$ cat src/rtl/icache_pkg.sv
// icache_pkg: shared constants for the instruction cache.
//   - default geometry (lines, words per line, significant address bits)
//   - FSM state encodings
//   - bus word type
package icache_pkg;

  localparam int unsigned IcacheLineNum = 16;
  localparam int unsigned IcacheWords   = 4;
  localparam int unsigned IcacheAddrUsed = 18;

  typedef logic [31:0] data_bus_t;

  localparam logic [1:0] StBoot = 2'd0;
  localparam logic [1:0] StIdle = 2'd1;
  localparam logic [1:0] StFill = 2'd2;
  localparam logic [1:0] StResp = 2'd3;

endpackage

$ cat src/rtl/icache_if.sv
// icache_if: fetcher handshake plus memory-controller read bus.
//   slave  modport: the cache side (takes addr/rn and mem_data/mem_valid,
//                   drives Inst/Read_ready and mem_req/mem_addr)
//   master modport: the environment side (fetcher + memory controller)
interface icache_if;
  import icache_pkg::*;

  data_bus_t addr;
  logic      rn;
  data_bus_t Inst;
  logic      Read_ready;
  logic      mem_req;
  data_bus_t mem_addr;
  data_bus_t mem_data;
  logic      mem_valid;

  modport slave (
    input  addr, rn, mem_data, mem_valid,
    output Inst, Read_ready, mem_req, mem_addr
  );

  modport master (
    output addr, rn, mem_data, mem_valid,
    input  Inst, Read_ready, mem_req, mem_addr
  );
endinterface

$ cat src/rtl/icache_line_ram.sv
// icache_line_ram: valid/tag/data storage for a direct-mapped cache.
//   clk, rst    : clock, async active-high reset (clears valid bits only)
//   rd_idx_i    : combinational read index -> rd_valid_o, rd_tag_o, rd_line_o
//   we_i        : full-line write of wr_line_i / wr_tag_i at wr_idx_i, sets valid
module icache_line_ram #(
  parameter int unsigned LINE_NUM       = 16,
  parameter int unsigned WORDS_PER_LINE = 4,
  parameter int unsigned TAG_W          = 10,
  localparam int unsigned IdxW          = $clog2(LINE_NUM)
) (
  input  logic                                 clk,
  input  logic                                 rst,
  input  logic [IdxW-1:0]                      rd_idx_i,
  output logic                                 rd_valid_o,
  output logic [TAG_W-1:0]                     rd_tag_o,
  output logic [WORDS_PER_LINE-1:0][31:0]      rd_line_o,
  input  logic                                 we_i,
  input  logic [IdxW-1:0]                      wr_idx_i,
  input  logic [TAG_W-1:0]                     wr_tag_i,
  input  logic [WORDS_PER_LINE-1:0][31:0]      wr_line_i
);

  logic [LINE_NUM-1:0]                valid_q;
  logic [TAG_W-1:0]                   tag_q  [LINE_NUM];
  logic [WORDS_PER_LINE-1:0][31:0]    data_q [LINE_NUM];

  always_ff @(posedge clk or posedge rst) begin
    if (rst) begin
      valid_q <= '0;
    end else if (we_i) begin
      valid_q[wr_idx_i] <= 1'b1;
    end
  end

  // Tag and data need no reset: they are only read qualified by valid.
  always_ff @(posedge clk) begin
    if (we_i) begin
      tag_q[wr_idx_i]  <= wr_tag_i;
      data_q[wr_idx_i] <= wr_line_i;
    end
  end

  assign rd_valid_o = valid_q[rd_idx_i];
  assign rd_tag_o   = tag_q[rd_idx_i];
  assign rd_line_o  = data_q[rd_idx_i];

endmodule

$ cat src/rtl/icache.sv
// icache: direct-mapped, blocking instruction cache.
//   clk, rst : clock, async active-high reset
//   rdy      : global ready; when low, every register and the arrays hold
//   bus      : icache_if.slave -- fetcher addr/rn -> Inst/Read_ready, and
//              line refill via mem_req/mem_addr <- mem_data/mem_valid
module icache
  import icache_pkg::*;
#(
  parameter int unsigned LINE_NUM       = IcacheLineNum,
  parameter int unsigned WORDS_PER_LINE = IcacheWords,
  parameter int unsigned ADDR_USED      = IcacheAddrUsed
) (
  input  logic     clk,
  input  logic     rst,
  input  logic     rdy,
  icache_if.slave  bus
);

  localparam int unsigned OffW   = $clog2(WORDS_PER_LINE);
  localparam int unsigned IdxW   = $clog2(LINE_NUM);
  localparam int unsigned IdxLsb = OffW + 2;
  localparam int unsigned TagLsb = IdxLsb + IdxW;
  localparam int unsigned TagW   = ADDR_USED - TagLsb;

  logic [1:0]                        state_q, state_d;
  logic [OffW-1:0]                   cnt_q, cnt_d;
  logic [OffW-1:0]                   off_q, off_d;
  logic [IdxW-1:0]                   idx_q, idx_d;
  logic [TagW-1:0]                   tag_q, tag_d;
  logic [WORDS_PER_LINE-1:0][31:0]   line_buf_q, line_buf_d;
  data_bus_t                         inst_q, inst_d;
  logic                              read_ready_q, read_ready_d;
  logic                              mem_req_q, mem_req_d;
  data_bus_t                         mem_addr_q, mem_addr_d;

  data_bus_t                         lk_addr;
  logic [OffW-1:0]                   lk_off;
  logic [IdxW-1:0]                   lk_idx;
  logic [TagW-1:0]                   lk_tag;
  logic                              rd_valid;
  logic [TagW-1:0]                   rd_tag;
  logic [WORDS_PER_LINE-1:0][31:0]   rd_line;
  logic                              hit;
  logic                              ram_we;
  logic [WORDS_PER_LINE-1:0][31:0]   wr_line;
  logic                              unused_addr_bits;

  // The boot lookup targets address 0 independent of the fetcher.
  assign lk_addr = (state_q == StBoot) ? '0 : bus.addr;
  assign lk_off  = lk_addr[IdxLsb-1:2];
  assign lk_idx  = lk_addr[TagLsb-1:IdxLsb];
  assign lk_tag  = lk_addr[ADDR_USED-1:TagLsb];
  assign hit     = rd_valid && (rd_tag == lk_tag);
  assign unused_addr_bits = ^lk_addr[1:0];

  // Completed line: buffered words plus the last word straight off the bus.
  always_comb begin
    wr_line = line_buf_q;
    wr_line[WORDS_PER_LINE-1] = bus.mem_data;
  end

  icache_line_ram #(
    .LINE_NUM       (LINE_NUM),
    .WORDS_PER_LINE (WORDS_PER_LINE),
    .TAG_W          (TagW)
  ) u_line_ram (
    .clk        (clk),
    .rst        (rst),
    .rd_idx_i   (lk_idx),
    .rd_valid_o (rd_valid),
    .rd_tag_o   (rd_tag),
    .rd_line_o  (rd_line),
    .we_i       (ram_we),
    .wr_idx_i   (idx_q),
    .wr_tag_i   (tag_q),
    .wr_line_i  (wr_line)
  );

  always_comb begin
    state_d      = state_q;
    cnt_d        = cnt_q;
    off_d        = off_q;
    idx_d        = idx_q;
    tag_d        = tag_q;
    line_buf_d   = line_buf_q;
    inst_d       = inst_q;
    read_ready_d = read_ready_q;
    mem_req_d    = mem_req_q;
    mem_addr_d   = mem_addr_q;
    ram_we       = 1'b0;
    if (rdy) begin
      unique case (state_q)
        StBoot, StIdle: begin
          if (state_q == StBoot || bus.rn) begin
            if (hit) begin
              read_ready_d = 1'b1;
              inst_d       = rd_line[lk_off];
              state_d      = StResp;
            end else begin
              off_d      = lk_off;
              idx_d      = lk_idx;
              tag_d      = lk_tag;
              cnt_d      = '0;
              mem_req_d  = 1'b1;
              mem_addr_d = {lk_addr[31:IdxLsb], {IdxLsb{1'b0}}};
              state_d    = StFill;
            end
          end
        end
        StFill: begin
          if (bus.mem_valid) begin
            line_buf_d[cnt_q] = bus.mem_data;
            if (cnt_q == OffW'(WORDS_PER_LINE - 1)) begin
              ram_we       = 1'b1;
              mem_req_d    = 1'b0;
              read_ready_d = 1'b1;
              inst_d       = wr_line[off_q];
              state_d      = StResp;
            end else begin
              cnt_d      = cnt_q + 1'b1;
              mem_addr_d = mem_addr_q + 32'd4;
            end
          end
        end
        StResp: begin
          read_ready_d = 1'b0;
          state_d      = StIdle;
        end
        default: state_d = StIdle;
      endcase
    end
  end

  always_ff @(posedge clk or posedge rst) begin
    if (rst) begin
      state_q      <= StBoot;
      cnt_q        <= '0;
      off_q        <= '0;
      idx_q        <= '0;
      tag_q        <= '0;
      line_buf_q   <= '0;
      inst_q       <= '0;
      read_ready_q <= 1'b0;
      mem_req_q    <= 1'b0;
      mem_addr_q   <= '0;
    end else begin
      state_q      <= state_d;
      cnt_q        <= cnt_d;
      off_q        <= off_d;
      idx_q        <= idx_d;
      tag_q        <= tag_d;
      line_buf_q   <= line_buf_d;
      inst_q       <= inst_d;
      read_ready_q <= read_ready_d;
      mem_req_q    <= mem_req_d;
      mem_addr_q   <= mem_addr_d;
    end
  end

  assign bus.Inst       = inst_q;
  assign bus.Read_ready = read_ready_q;
  assign bus.mem_req    = mem_req_q;
  assign bus.mem_addr   = mem_addr_q;

endmodule

$ cat src/flat_wrapper.sv
// flat-port wrapper written by rule: the top's interface ports become plain ports
module icache_flat import icache_pkg::*;
#(
  parameter int unsigned LINE_NUM       = IcacheLineNum,
  parameter int unsigned WORDS_PER_LINE = IcacheWords,
  parameter int unsigned ADDR_USED      = IcacheAddrUsed
)
  (clk, rst, rdy, bus_addr, bus_rn, bus_mem_data, bus_mem_valid, bus_Inst, bus_Read_ready, bus_mem_req, bus_mem_addr);
  icache_if bus_i ();
  input  logic clk;
  input  logic rst;
  input  logic rdy;
  input wire logic [$bits(bus_i.addr)-1:0] bus_addr;
  input wire logic [$bits(bus_i.rn)-1:0] bus_rn;
  input wire logic [$bits(bus_i.mem_data)-1:0] bus_mem_data;
  input wire logic [$bits(bus_i.mem_valid)-1:0] bus_mem_valid;
  output wire logic [$bits(bus_i.Inst)-1:0] bus_Inst;
  output wire logic [$bits(bus_i.Read_ready)-1:0] bus_Read_ready;
  output wire logic [$bits(bus_i.mem_req)-1:0] bus_mem_req;
  output wire logic [$bits(bus_i.mem_addr)-1:0] bus_mem_addr;
  assign bus_i.addr = bus_addr;
  assign bus_i.rn = bus_rn;
  assign bus_i.mem_data = bus_mem_data;
  assign bus_i.mem_valid = bus_mem_valid;
  assign bus_Inst = bus_i.Inst;
  assign bus_Read_ready = bus_i.Read_ready;
  assign bus_mem_req = bus_i.mem_req;
  assign bus_mem_addr = bus_i.mem_addr;
  icache #(.LINE_NUM(LINE_NUM), .WORDS_PER_LINE(WORDS_PER_LINE), .ADDR_USED(ADDR_USED)) u_core (.clk(clk), .rst(rst), .rdy(rdy), .bus(bus_i));
endmodule
$ cat config.mk
export PLATFORM = sky130hd
export DESIGN_NAME = icache_flat
export DESIGN_NICKNAME = d
export VERILOG_FILES = /design/src/rtl/icache_pkg.sv /design/src/rtl/icache_if.sv /design/src/rtl/icache_line_ram.sv /design/src/rtl/icache.sv /design/src/flat_wrapper.sv
export SDC_FILE = /design/constraint.sdc
export NUM_CORES = 2
export LEC_CHECK = 0
export ABC_AREA = 0
export CORE_AREA = 4 4 406 408
export DETAILED_ROUTE_END_ITERATION = 16
export DIE_AREA = 0 0 410 412
export PLACE_DENSITY = 0.76
export SYNTH_ARGS = -nofsm -noshare
export SYNTH_HDL_FRONTEND = slang
export SYNTH_SLANG_ARGS = --single-unit
$ cat constraint.sdc
create_clock -name clk -period 28.3 [get_ports clk]
set_clock_uncertainty 0.2 [all_clocks]
set_input_delay 5.66 -clock clk [delete_from_list [all_inputs] [get_ports clk]]
set_output_delay 5.66 -clock clk [all_outputs]
set_load 0.02 [all_outputs]
==> results.txt <==
The first-pass GRT wire length came out at 381000 microns. The final core area utilization came out at 0.661. The initial antenna violation count came out at 7. The share of flip-flops with an asynchronous set or reset came out at 0.0815. The fraction of power consumed by sequential logic came out at 0.495. The synthesized design contains 2208 enable-type register cells. For this run, the total global-route usage over all layers was measured as 0.303. The cts-stage hold buffer count is 0. The number of unique standard cell types used by synthesis came out at 75. The average cell area after synthesis is 14.5 sq um. Synthesis produced a netlist whose cell count is 6618.

Setup repair after global routing left no endpoint under its margin. TritonCTS built the clock tree. The number of buffers on the longest clock path came out at 3. Summed over all nets, the switching power comes to 2970 uW. Counting the buffers created by CTS gives 224. The fmax came out at 84.2 MHz. The share of the yosys chip area belonging to registers came out at 0.740. Counting instances, the worst hold path has a depth of 1. In the final routed layout, each cell accounts on average for 29.0 microns.

In this run the critical register-to-register path is launched from u_core.state_q[0]$_DFFE_PP0P_. The violation count after the first detailed-route iteration came out at 8932. The core region is 162000 sq um. The quantity of I/O buffers inserted on ports is 130.

The combinational share of power came out at 0.192. The worst setup slack after placement came out at 15720 ps. The routed design could run at a clock period as short as 11880 ps.

The number of sinks on the clock net is 2404. The share of the cycle needed by the critical path after routing came out at 0.420. The internal portion of the total power is 6780 uW.

The setup slack on the worst flop-to-flop path came out at 21800 ps. The effective utilization at floorplan is 0.595. The vertical die dimension is 412 microns. The worst-skew pair later-pin latency is 850 ps.

The number of cells on the worst reg-to-reg path is 12. Leaving out fill and tap cells, the most frequent cell in the layout is edfxtp_1. The element type at the critical path start is an input port.

The via count came out at 61.2k. The post-synthesis instance area is 96200 sq um. The clock transition at the register clock pins on the worst setup and hold paths after CTS is 60 ps. The maximum number of pins on one net before global-route repair came out at 185. Adding up every negative setup slack in the final design gives 0 ps. The final setup slack of the worst path is 16420 ps. The path with the worst hold slack has its endpoint at u_core.u_line_ram.valid_q[10]$_DFFE_PP0P_. The buffer type at the clock tree root is clkbuf_16. The final weighted congestion of routability-driven global placement is 0.806. Relative to the synthesized area, the layout overhead comes to 11.1%. The number of H-tree branching levels came out at 4.

The routed design has 261000 microns of wire. The most critical setup path has its startpoint at bus_addr[4]. Among all flip-flop cells after synthesis, the most frequent one is edfxtp_1.

In this run the most critical hold path is launched from u_core.u_line_ram.valid_q[10]$_DFFE_PP0P_. The number of slew-limit violations in the final report came out at 0. The die footprint came out at 169000 sq um. The slew at the pin closest to its max-slew limit is 1230 ps. The number of standard cells in the layout, taps in and fillers out came out at 8977.

The per-cell via count in the routed design is 6.82. The number of endpoints with negative hold slack in the final report is 0. The run finished with clean final reports. STA classifies the critical path endpoint as a flip-flop. The number of global-route vias before repair came out at 59.4k. The number of synthesized register bits is 2404. The number of iterations in the first detailed-routing pass came out at 6. Of the total power, the clock network draws 0.313. The net count of the finished layout is 6674.

The capturing point of the worst reg2reg path is u_core.bus.Inst[24]$_DFFE_PP0P_. The max capacitance violation total is 0. The worst supply voltage drop on vdd came out at 0.0000729 V. After global routing the overflow that remains totals 0. The number of antenna-violating nets in the routed design came out at 0. The number of warnings printed during yosys synthesis is 0. The switching part of the total power is 0.305. The buffers inserted during post-CTS setup optimization is 0. The post-cts resize count came out at 0. The count of boundary I/O pins came out at 135. The x dimension of the die came out at 410 microns. The min-delay analysis places its worst path in the category reg -> reg. The setup-violating endpoint count in the final report came out at 0. The maximum net fanout on the critical path came out at 80. At the worst endpoint, the arrival time is 12360 ps. Summed over all nets, the half-perimeter wirelength after detailed placement is 121000 microns. The detailed-route DRC error count came out at 0. The static leakage came out at 0.0360 uW. The power density relative to cell area came out at 91.2 nW/um^2. For the worst setup path, the data required time is 28790 ps. The library cells used most frequently in the layout, excluding fill and tap cells, are edfxtp_1 (2208), nand2_1 (1113), nand3_1 (502). The total placed cells including tap cells came out at 8549. The relative slew slack came out at 0.182. The critical setup path kind is in -> reg. The initialized floorplan defines 148 standard-cell rows. Of the cells placed in the final design, the portion with a size suffix greater than 1 is 0.118.
-- sequential cells by signal (all words and copies together), names as in the netlist --
signal                     flops
u_core.bus.mem_addr           30
u_core.line_buf_q             96
u_core.bus.mem_req             1
u_core.cnt_q                   2
u_core.tag_q                  10
u_core.off_q                   2
u_core.bus.Inst               32
u_core.bus.Read_ready          1
u_core.idx_q                   4
u_core.u_line_ram.data_q    2048
u_core.u_line_ram.valid_q     16
u_core.u_line_ram.tag_q      160
u_core.state_q                 2
-- power by group through the flow --
stage          Clock, uW  Combinational [uW]  Sequential [uW]
6_report            3060                1870             4820
5_1_grt             3230                1980             4860
4_1_cts             3070                1840             4800
3_5_place_dp           0                1830             4880
3_3_place_gp           0                1790             4840
2_1_floorplan          0                1150             4770
-- routing by layer --
| metal | vias to the layer above | global-route usage | wire length (microns) | share of wire |
|---|---|---|---|---|
| li1 | 25600 | - | - | - |
| met1 | 30600 | 0.415 | 96300 | 0.37 |
| met2 | 4381 | 0.480 | 121000 | 0.46 |
| met3 | 725 | 0.0676 | 32700 | 0.13 |
| met4 | 8 | 0.118 | 10300 | 0.040 |
| met5 | - | 0 | 59 | 0.00023 |
-- per-stage QoR --
| stage | cell area, sq um | hold WS, ps | power, uW |
|---|---|---|---|
| 6_report | 107000 | 271 | 9750 |
| 5_1_grt | 107000 | 281 | 10100 |
| 4_1_cts | 107000 | 269 | 9710 |
| 3_5_place_dp | 99300 | 251 | 6700 |
| 3_3_place_gp | 99300 | 247 | 6630 |
| 2_1_floorplan | 96200 | 233 | 5930 |
-- layout make-up --
class / instances / area (sq um)
sequential: 2404 / 71200
fill: 10700 / 54800
multi-input combinational: 3707 / 23000
clock buffer: 323 / 6260
tap: 2175 / 2720
timing repair buffer: 248 / 2320
clock inverter: 104 / 1310
inverter: 15 / 68.8
antenna: 1 / 2.50
-- Yosys cell counts, types with 10 or more instances --
library cell | count | area [sq um]
mux2_2 | 206 | 2320
nor3_1 | 158 | 791
buf_2 | 120 | 601
or2_2 | 18 | 113
mux4_2 | 51 | 1150
o2bb2ai_1 | 10 | 87.6
o311a_1 | 25 | 250
and2_1 | 104 | 651
nor2_1 | 94 | 353
a311oi_1 | 144 | 1260
a21oi_1 | 131 | 656
mux2i_1 | 125 | 1250
a31oi_1 | 70 | 438
a221oi_1 | 18 | 158
edfxtp_1 | 2208 | 66300
clkbuf_1 | 280 | 1050
nand4_1 | 11 | 68.8
nand3_1 | 502 | 2510
o22ai_1 | 313 | 1960
and3_1 | 76 | 475
a221o_1 | 21 | 210
a211oi_1 | 171 | 1280
o211ai_1 | 23 | 173
o41ai_2 | 26 | 423
buf_4 | 40 | 300
o221ai_1 | 36 | 315
buf_1 | 44 | 165
o21ai_0 | 140 | 701
inv_1 | 15 | 56.3
dfrtp_1 | 196 | 4900
nand2_1 | 1118 | 4200
-- logic make-up after synthesis --
kind of cell / synth area share
xor gates and xnor gates: 0.000819
adders and majority gates: 0.000650
DFF: 0.740
AOI/OAI and AO/OA: 0.0876
muxes: 0.0490
and+or+nand+nor: 0.0982
other: 0.0000390
buffers and inverters: 0.0236
-- worst max-delay path by stage --
stage | endpoint | slack [ps] | cells past startpoint
CTS | u_core.bus.Inst[1]$_DFFE_PP0P_ | 16530 | 13
floorplan | u_core.u_line_ram.valid_q[0]$_DFFE_PP0P_ | 11090 | 7
finish | u_core.bus.Inst[1]$_DFFE_PP0P_ | 16420 | 13
global route | u_core.bus.Inst[1]$_DFFE_PP0P_ | 16280 | 13
detailed placement | u_core.bus.Inst[19]$_DFFE_PP0P_ | 15720 | 13
global placement | u_core.bus.Inst[23]$_DFFE_PP0P_ | 15840 | 14
-- worst max-delay path, stage by stage --
cell and delay, ps:
buf_8 450, buf_4 800, buf_4 710, buf_4 790, buf_4 820, nand2_4 740, buf_4 660, o22ai_1 280
nor3_1 90, a311oi_1 380, a211oi_1 110, nor3_1 390, o41ai_2 120
(Power assumes the default switching activity.)
